[config.mk]
export PLATFORM = sky130hd
export DESIGN_NAME = watch_set_ctrl
export DESIGN_NICKNAME = d
export VERILOG_FILES = /design/src/rtl/watch_set_ctrl.sv
export SDC_FILE = /design/constraint.sdc
export NUM_CORES = 1
export LEC_CHECK = 0
export BUFFER_PORTS_ARGS = -buffer_cell sky130_fd_sc_hd__buf_2
export CAP_MARGIN = 25
export CORE_ASPECT_RATIO = 0.9
export CORE_UTILIZATION = 59
export CTS_CLUSTER_SIZE = 24
export DETAILED_ROUTE_END_ITERATION = 8
export GPL_TIMING_DRIVEN = 0
export PLACE_DENSITY = 0.8
export REMOVE_ABC_BUFFERS = 1
export SYNTH_ARGS = -nofsm -noshare
export SYNTH_HDL_FRONTEND = slang
export SYNTH_SLANG_ARGS = --single-unit
[constraint.sdc]
create_clock -name clk -period 2.9 [get_ports clk]
set_clock_uncertainty 0.1 [all_clocks]
set_input_delay 0.29 -clock clk [delete_from_list [all_inputs] [get_ports clk]]
set_output_delay 0.29 -clock clk [all_outputs]
set_load 0.02 [all_outputs]
[src/rtl/watch_set_ctrl.sv]
// watch_set_ctrl: button-driven time-setting controller for the watch datapath.
// Captures the running time into edit registers when set mode is entered. The
// user selects a field and adjusts it with wrap-around. The edit is committed
// atomically through one-cycle set strobes, or abandoned after an idle timeout.
// Ports:
//   clk, rst                  clock, synchronous active-high reset
//   i_btn_mode/next/up/down   one-cycle button pulses (priority mode>next>up>down)
//   i_hour, i_min, i_sec      running time from the datapath
//   o_set_mode_active         high while editing or committing
//   o_{hour,min,sec}_set      one-cycle commit strobes
//   o_{hour,min,sec}_value    edit registers
//   o_sel_field               00 none, 01 hour, 10 min, 11 sec
//   o_blink                   blink phase for the selected field
module watch_set_ctrl #(
  parameter int unsigned TIMEOUT_CYC = 1_000_000_000,
  parameter int unsigned BLINK_CYC   = 50_000_000
) (
  input  logic       clk,
  input  logic       rst,
  input  logic       i_btn_mode,
  input  logic       i_btn_next,
  input  logic       i_btn_up,
  input  logic       i_btn_down,
  input  logic [4:0] i_hour,
  input  logic [5:0] i_min,
  input  logic [5:0] i_sec,
  output logic       o_set_mode_active,
  output logic       o_hour_set,
  output logic [4:0] o_hour_value,
  output logic       o_min_set,
  output logic [5:0] o_min_value,
  output logic       o_sec_set,
  output logic [5:0] o_sec_value,
  output logic [1:0] o_sel_field,
  output logic       o_blink
);

  localparam int unsigned TO_W = $clog2(TIMEOUT_CYC);
  localparam int unsigned BL_W = $clog2(BLINK_CYC + 1);
  localparam logic [TO_W-1:0] TO_LAST = TO_W'(TIMEOUT_CYC - 1);
  localparam logic [BL_W-1:0] BL_LAST = BL_W'(BLINK_CYC - 1);

  typedef enum logic [2:0] {
    S_IDLE,
    S_HOUR,
    S_MIN,
    S_SEC,
    S_COMMIT
  } state_t;

  state_t          state, state_nxt;
  logic [4:0]      hour_q, hour_nxt;
  logic [5:0]      min_q, min_nxt;
  logic [5:0]      sec_q, sec_nxt;
  logic [TO_W-1:0] to_cnt, to_nxt;
  logic [BL_W-1:0] bl_cnt, bl_nxt;
  logic            blink_q, blink_nxt;
  logic            active_q, active_nxt;
  logic            commit_q, commit_nxt;
  logic [1:0]      sel_q, sel_nxt;
  logic            any_btn;
  logic            in_set, nxt_in_set;

  // Wrap-around step; anything at or above the limit (incl. out-of-range) goes to 0.
  function automatic logic [5:0] wrap_inc(input logic [5:0] v, input logic [5:0] lim);
    return (v >= lim) ? 6'd0 : v + 6'd1;
  endfunction

  function automatic logic [5:0] wrap_dec(input logic [5:0] v, input logic [5:0] lim);
    return (v == 6'd0) ? lim : v - 6'd1;
  endfunction

  assign any_btn    = i_btn_mode | i_btn_next | i_btn_up | i_btn_down;
  assign in_set     = (state == S_HOUR) || (state == S_MIN) || (state == S_SEC);
  assign nxt_in_set = (state_nxt == S_HOUR) || (state_nxt == S_MIN) || (state_nxt == S_SEC);

  // State register and all registered outputs.
  always_ff @(posedge clk) begin
    if (rst) begin
      state    <= S_IDLE;
      hour_q   <= '0;
      min_q    <= '0;
      sec_q    <= '0;
      to_cnt   <= '0;
      bl_cnt   <= '0;
      blink_q  <= 1'b0;
      active_q <= 1'b0;
      commit_q <= 1'b0;
      sel_q    <= 2'b00;
    end else begin
      state    <= state_nxt;
      hour_q   <= hour_nxt;
      min_q    <= min_nxt;
      sec_q    <= sec_nxt;
      to_cnt   <= to_nxt;
      bl_cnt   <= bl_nxt;
      blink_q  <= blink_nxt;
      active_q <= active_nxt;
      commit_q <= commit_nxt;
      sel_q    <= sel_nxt;
    end
  end

  // Next-state, edit, timeout, blink and output decode.
  always_comb begin
    state_nxt  = state;
    hour_nxt   = hour_q;
    min_nxt    = min_q;
    sec_nxt    = sec_q;
    to_nxt     = '0;
    bl_nxt     = '0;
    blink_nxt  = 1'b0;
    active_nxt = 1'b0;
    commit_nxt = 1'b0;
    sel_nxt    = 2'b00;

    case (state)
      S_IDLE: begin
        if (i_btn_mode) begin
          state_nxt = S_HOUR;
          hour_nxt  = i_hour;
          min_nxt   = i_min;
          sec_nxt   = i_sec;
        end
      end
      S_HOUR, S_MIN, S_SEC: begin
        if (i_btn_mode) begin
          state_nxt = S_COMMIT;
        end else if (i_btn_next) begin
          state_nxt = (state == S_HOUR) ? S_MIN : (state == S_MIN) ? S_SEC : S_HOUR;
        end else if (i_btn_up) begin
          if (state == S_HOUR)     hour_nxt = 5'(wrap_inc({1'b0, hour_q}, 6'd23));
          else if (state == S_MIN) min_nxt  = wrap_inc(min_q, 6'd59);
          else                     sec_nxt  = wrap_inc(sec_q, 6'd59);
        end else if (i_btn_down) begin
          if (state == S_HOUR)     hour_nxt = 5'(wrap_dec({1'b0, hour_q}, 6'd23));
          else if (state == S_MIN) min_nxt  = wrap_dec(min_q, 6'd59);
          else                     sec_nxt  = wrap_dec(sec_q, 6'd59);
        end else if (to_cnt == TO_LAST) begin
          state_nxt = S_IDLE;
        end else begin
          to_nxt = to_cnt + TO_W'(1);
        end
      end
      S_COMMIT: state_nxt = S_IDLE;
      default:  state_nxt = S_IDLE;
    endcase

    // Blink restarts "on" at entry and on every press so the edited field stays visible.
    // Outside the SET states (IDLE, COMMIT) the blink phase is held low.
    if (nxt_in_set) begin
      if (!in_set || any_btn) begin
        blink_nxt = 1'b1;
      end else if (bl_cnt == BL_LAST) begin
        blink_nxt = ~blink_q;
      end else begin
        blink_nxt = blink_q;
        bl_nxt    = bl_cnt + BL_W'(1);
      end
    end

    active_nxt = (state_nxt != S_IDLE);
    commit_nxt = (state_nxt == S_COMMIT);
    case (state_nxt)
      S_HOUR:  sel_nxt = 2'b01;
      S_MIN:   sel_nxt = 2'b10;
      S_SEC:   sel_nxt = 2'b11;
      default: sel_nxt = 2'b00;
    endcase
  end

  assign o_set_mode_active = active_q;
  assign o_hour_set        = commit_q;
  assign o_min_set         = commit_q;
  assign o_sec_set         = commit_q;
  assign o_hour_value      = hour_q;
  assign o_min_value       = min_q;
  assign o_sec_value       = sec_q;
  assign o_sel_field       = sel_q;
  assign o_blink           = blink_q;

endmodule

======== Word level (Yosys, flattened, before mapping) ========
Cells that the tools add are included.
operators by class
  magnitude comparators ................... 3
  bitwise operators ....................... 6
  div/mod/pow operators ................... 0
  shifts and indexed selects .............. 0
  multiplexer cells ....................... 46
  reductions and logical operators ........ 20
  multipliers ............................. 0
  add/sub/neg operators ................... 8
  eq/ne operators ......................... 17
operator list
  kind                                                                 number
  6-bit two-way mux                                                    22
  5-bit two-way mux                                                    9
  30-bit by 1-bit adder with 30-bit output (second input constant)     1
  30-bit == test (second input constant)                               1
  26-bit by 1-bit adder with 26-bit output (second input constant)     1
  26-bit == test (second input constant)                               1
  6-bit case mux with 2 select lines                                   2
  3-bit two-way mux                                                    6
  2-bit != test (second input constant)                                7
  7-bit AND reduction                                                  2
  6-bit by 1-bit adder with 6-bit output (second input constant)       2
  3-bit by 2-bit == test with 1-bit output (second input constant)     4
  6-bit >= comparator (second input constant)                          2
  6-bit logical NOT                                                    2
  6-bit by 1-bit subtractor with 6-bit output (second input constant)  2
  5-bit case mux with 2 select lines                                   1
  7-bit OR reduction                                                   1
  3-bit by 1-bit == test with 1-bit output (second input constant)     2
  2-bit case mux with 3 select lines                                   1
  3-bit case mux with 2 select lines                                   1
  6-bit AND reduction                                                  1
  5-bit by 1-bit adder with 5-bit output (second input constant)       1
  5-bit >= comparator (second input constant)                          1
  5-bit logical NOT                                                    1
  other kinds (15)                                                     26
word-level totals
  input port bits ......................... 23
  output and inout bits ................... 24
  bits in registers ....................... 81
  memories kept ........................... 0
  memory bits (read-only) ................. 0
  bits in latches ......................... 0
  memory bits (writable) .................. 0
  logic and storage cells ................. 110

======== Logic depth before layout (Yosys ltp) ========
  depth in word-level cells ............... 12
  mapped depth ............................ 8
  gate-level depth less buffers ........... 7

======== Least setup slack after synthesis ========
OpenSTA, ideal clock, no wires.
  path type ............................... register to register
  start ................................... reg to_cnt[0]
  end ..................................... reg sel_q[0] (netlist: o_sel_field[0])
  slack ................................... 0.780 ns
  data arrival time ....................... 1.890 ns
  path buffers ............................ 0
  clock period less this slack ............ 2.120 ns
  setup time .............................. 0.130 ns
  data required time ...................... 2.670 ns
  cell stages (with the launch flop) ...... 7
  cell sequence ........................... dfxtp_1 > ha_1 > nand4_1 > or2_2 > or4b_2 > a31oi_1 > nor3_1
on the way
  word-level cells in the longest chain between the ends .. 9
  elaborated cells between the ends (all ways) .. 11
  classes of those cells .................. eq/ne: 4; mux: 7
ends and longest elaborated chain
  item                                                                                                  line  RTL
  from (decl)                                                                                           55    logic [TO_W-1:0] to_cnt, to_nxt;
  from (signal assigned)                                                                                95    to_cnt <= to_nxt;
  30-bit == test *                                                                                      139   end else if (to_cnt == TO_LAST) begin
  3-bit two-way mux *                                                                                   139
  3-bit two-way mux *                                                                                   135   end else if (i_btn_down) begin
  3-bit two-way mux *                                                                                   131   end else if (i_btn_up) begin
  3-bit two-way mux *                                                                                   129   end else if (i_btn_next) begin
  3-bit two-way mux *                                                                                   127   if (i_btn_mode) begin
  3-bit case mux with 2 select lines *                                                                  117   case (state)
  3-bit by 2-bit == test with 1-bit output or 3-bit by 1-bit == test with 1-bit output (tied branches)  164   case (state_nxt)
  2-bit case mux with 3 select lines *                                                                  164
  to (signal assigned)                                                                                  100   sel_q <= sel_nxt;
  to (decl)                                                                                             60    logic [1:0] sel_q, sel_nxt;
Every way passes the cells marked *; elsewhere a longest branch is shown, timed or not.
A chain may end at the register's enable or synchronous reset.

======== Worst setup path after layout ========
  start ................................... reg state[0]
  end ..................................... reg bl_cnt[4]
on the way
  word-level cells in the longest chain between the ends .. 11
  elaborated cells between the ends (all ways) .. 25
  classes of those cells .................. eq/ne: 6; mux: 9; bitwise: 1; reduce/logical: 9
ends and longest elaborated chain
  item                                                                                                  line      RTL
  from (decl)                                                                                           51        state_t state, state_nxt;
  from (signal assigned)                                                                                91        state <= state_nxt;
  3-bit by 2-bit == test with 1-bit output or 3-bit two-way mux (tied branches)                         n/a
  2-bit two-way mux or 3-bit two-way mux (tied branches)                                                130, 135
  2-bit two-way mux or 3-bit two-way mux (tied branches)                                                130, 131
  3-bit two-way mux                                                                                     129
  3-bit two-way mux                                                                                     127
  3-bit case mux with 2 select lines                                                                    117
  3-bit by 1-bit == test with 1-bit output or 3-bit by 2-bit == test with 1-bit output (tied branches)  75        assign nxt_in_set = (state_nxt == S_HOUR) || (state_nxt == S_MIN) || (state_nxt == S_SEC);
  1-bit logical OR (2 in a row)                                                                         75
  1-bit NOT (no line)                                                                                   n/a
  4-bit OR reduction (no line) *                                                                        n/a
  to (signal assigned)                                                                                  96        bl_cnt <= bl_nxt;
  to (decl)                                                                                             56        logic [BL_W-1:0] bl_cnt, bl_nxt;
Marked as above.

==> flow_metrics.py <==
metrics = {
    "synthesis": {
        "ys_types": 61,
        "synthesis.area_um2": 4570,
        "synth_seq_area_share_pct": 35.5,
        "synth-edff-count": 0,
        "syn_avg_cell_area_um2": 8.03,
        "yosysWarnings": 0,
        "synthArstFlopShare_pct": 0,
        "ys.flop_type": "dfxtp_1",
        "ys_ff_latch": 81,
        "syn_inst": 569,
    },
    "critical_path": {
        "critical_path_class": "reg -> reg",
        "end_kind": "register",
        "crit_path_frequent_cell": "nor2_1",
        "crit_fanout": 26,
        "critPathMaxStageDelay_ns": 0.76,
        "cp.required_ns": 3.08,
        "critPathBufInv": 0,
        "critPathSlowestCell": "or4_4",
        "path_cells": "nor2_1 -> nor2_2 -> nand3_1 -> or4_4 -> nor2_1",
        "arrival_ns": 2.81,
        "crit_path_start_kind": "register",
        "cpLargestDelayFamily": "simple AND/OR/NAND/NOR gates",
    },
    "floorplanning": {
        "row_count": 30,
        "io_pins": 47,
        "coreArea_um2": 7510,
        "die_w_um": 94.8,
        "start_util_pct": 60.9,
        "die_h_um": 85.5,
        "die-area_um2": 8100,
    },
    "clock_tree": {
        "cts_root_buf": "clkbuf_8",
        "cts-resized-gates": 2,
        "cts_tree": "built",
        "cts_setup_buffers": 0,
        "clock_sink_count": 81,
        "cts_hold_buffers": 0,
        "numCtsBuffers": 9,
        "clk_path_buf_depth": 2,
        "cts_htree_levels": 3,
        "clkLatencyLatePin_ns": 0.35,
        "clk_pin_slew_ns": 0.08,
    },
    "placed_design": {
        "dp.cells": 675,
        "numPortBuffers": 46,
        "hpwl_um": 6990,
        "gp_congestion": 0.872,
    },
    "run_status": {
        "status": "finished clean",
    },
    "timing": {
        "hold_viol": 0,
        "fmax_mhz": 379,
        "rsz0062_at_grt": "no",
        "fin_crit_ns": 2.64,
        "finalMaxSlewViolations": 0,
        "slew_headroom_pct": 38.7,
        "finalCritPeriodShare_pct": 90.9,
        "worst_pin_slew_ns": 0.918,
        "setup_viol": 0,
    },
    "global_routing": {
        "grt_start_max_net_pins": 42,
        "grt_pass1_wl_um": 16600,
        "antenna_found_initial": 0,
        "grt_pass1_vias": 3704,
        "overflow": 0,
        "grt.total_usage_pct": 25.5,
    },
    "flow_run": {
        "cap_violations": 0,
    },
    "layout": {
        "drive_gt1_share_pct": 13.3,
        "syn_to_final_growth_pct": 7.72,
        "final_cells": 689,
        "utilization_pct": 65.6,
        "nNetsFinal": 623,
        "antennaDiodeCount": 0,
    },
    "route": {
        "drt_iter0_drc": 297,
        "drt_first_pass_iters": 5,
        "wl_per_cell_um": 14.5,
        "via_per_inst": 6.10,
        "wl_um": 9980,
        "vias": 4205,
        "ant_nets": 0,
        "drc_errors": 0,
    },
    "power_and_ir_drop": {
        "power_density_nw_per_um2": 458,
        "cellLeakagePower_nw": 1.75,
        "peakVddDrop_uv": 325,
    },
    "min_path": {
        "hp-class": "in -> reg",
    },
}
==> worst paths after layout <==
kind | startpoint | to | slack, ns | depth (start not counted)
min | i_min[3] | o_min_value[3] | 0.1 | 3
max | state[0] | bl_cnt[4] | 0.26 | 5
max reg2reg | state[0] | bl_cnt[4] | 0.26 | 5
min reg2reg | bl_cnt[0] | bl_cnt[0] | 0.36 | 1
==> layout make-up <==
class / instances / area (um2)
clock buffer: 10 / 128
clock inverter: 4 / 22.5
fill: 635 / 2580
inverter: 19 / 71.3
multi-input combinational: 432 / 2720
sequential: 81 / 1620
tap: 96 / 120
timing repair buffer: 47 / 235
==> per-layer routing <==
metal  track usage [%]  vias up  share of wire, %  wire, um
met4              10.2        0               1.8       182
met3              5.23       18               5.0       495
met2              41.6      120                47      4690
li1                  -     2086                 -         -
met5                 0        -                 0         0
met1              32.9     1981                46      4610
==> synth_stat cells, types with 6 or more instances <==
cell      instances  area, um2
o211ai_1          7       52.6
xnor2_1          15        131
nand3_1          32        160
ha_1             10        125
xor2_1           38        333
nor4b_1           8       70.1
a31oi_1           9       56.3
nand2_1          37        139
nand4_1          22        138
a211oi_1          8       60.1
o21ai_0          20        100
clkbuf_1         24       90.1
nor3_1           11       55.1
dfxtp_1          81       1620
nor2_1           89        334
o21a_1            6       45.0
inv_1            19       71.3
and3_1           12       75.1
a21oi_1          21        105
buf_2             6       30.0
==> worst min-delay path, cell delays in order <==
cell      delay (ns)
buf_2           0.09
nand2_1         0.05
a311oi_1        0.08
==> cells in the final DEF, fill, tap and decap left out, types with 3 or more instances in the layout <==
master,count
nor2_1,89
dfxtp_1,81
buf_2,47
xor2_1,38
nand2_1,37
nand3_1,32
nand4_1,22
a21oi_1,21
o21ai_0,20
inv_1,19
xnor2_1,15
and3_1,12
nor3_1,11
ha_1,10
a31oi_1,9
clkbuf_8,9
nor4b_1,8
a211oi_1,8
o211ai_1,7
o21a_1,6
and4_1,5
nor2b_1,5
a311oi_1,5
o31ai_1,5
nor4_1,4
nor3b_1,4
o41ai_1,4
or2_2,3
or4b_2,3
a221oi_1,3
nand3b_1,3
or3_1,3
clkinv_2,3
==> cell families (layout without fill, tap and decap cells) <==
family	after synthesis	after routing	share of synthesized area, %
AO/OA/AOI/OAI	112	112	16.7
XOR/XNOR	53	53	10.2
adder cells (fa/ha/maj)	10	10	2.74
buffers and inverters	56	80	5.18
flip-flops	81	81	35.5
multiplexers	1	1	0.246
AND/OR/NAND/NOR	256	256	29.5
==> state kept, by name, indices dropped and copies added (netlist names) <==
register,flops
to_cnt,30
bl_cnt,26
o_min_value,6
o_sec_value,6
o_hour_value,5
state,3
o_sel_field,2
o_blink,1
o_hour_set,1
o_set_mode_active,1
==> where the power goes <==
part | total [W] | leakage [nW] | internal, W | switching, W
logic | 0.000359 | 1.02 | 0.000146 | 0.000213
registers | 0.00121 | 0.657 | 0.00114 | 0.0000702
clock network | 0.000684 | 0.0778 | 0.000297 | 0.000387
total | 0.00226 | 1.75 | 0.00159 | 0.000670
==> through the flow <==
step / power [W] / cell area [um2] / setup WS, ns / setup TNS (ns) / hold WS, ns
after global routing: 0.00237 / 4920 / 0.155 / 0 / 0.0995
after detailed placement: 0.00159 / 4760 / -0.0659 / -1.23 / 0.354
final: 0.00226 / 4920 / 0.264 / 0 / 0.0990
after floorplan: 0.00147 / 4400 / 0.541 / 0 / 0.259
after CTS: 0.00227 / 4920 / 0.203 / 0 / 0.0887
after global placement: 0.00158 / 4750 / 0.0449 / 0 / 0.328
No activity file was read; power rests on OpenSTA's default activity.
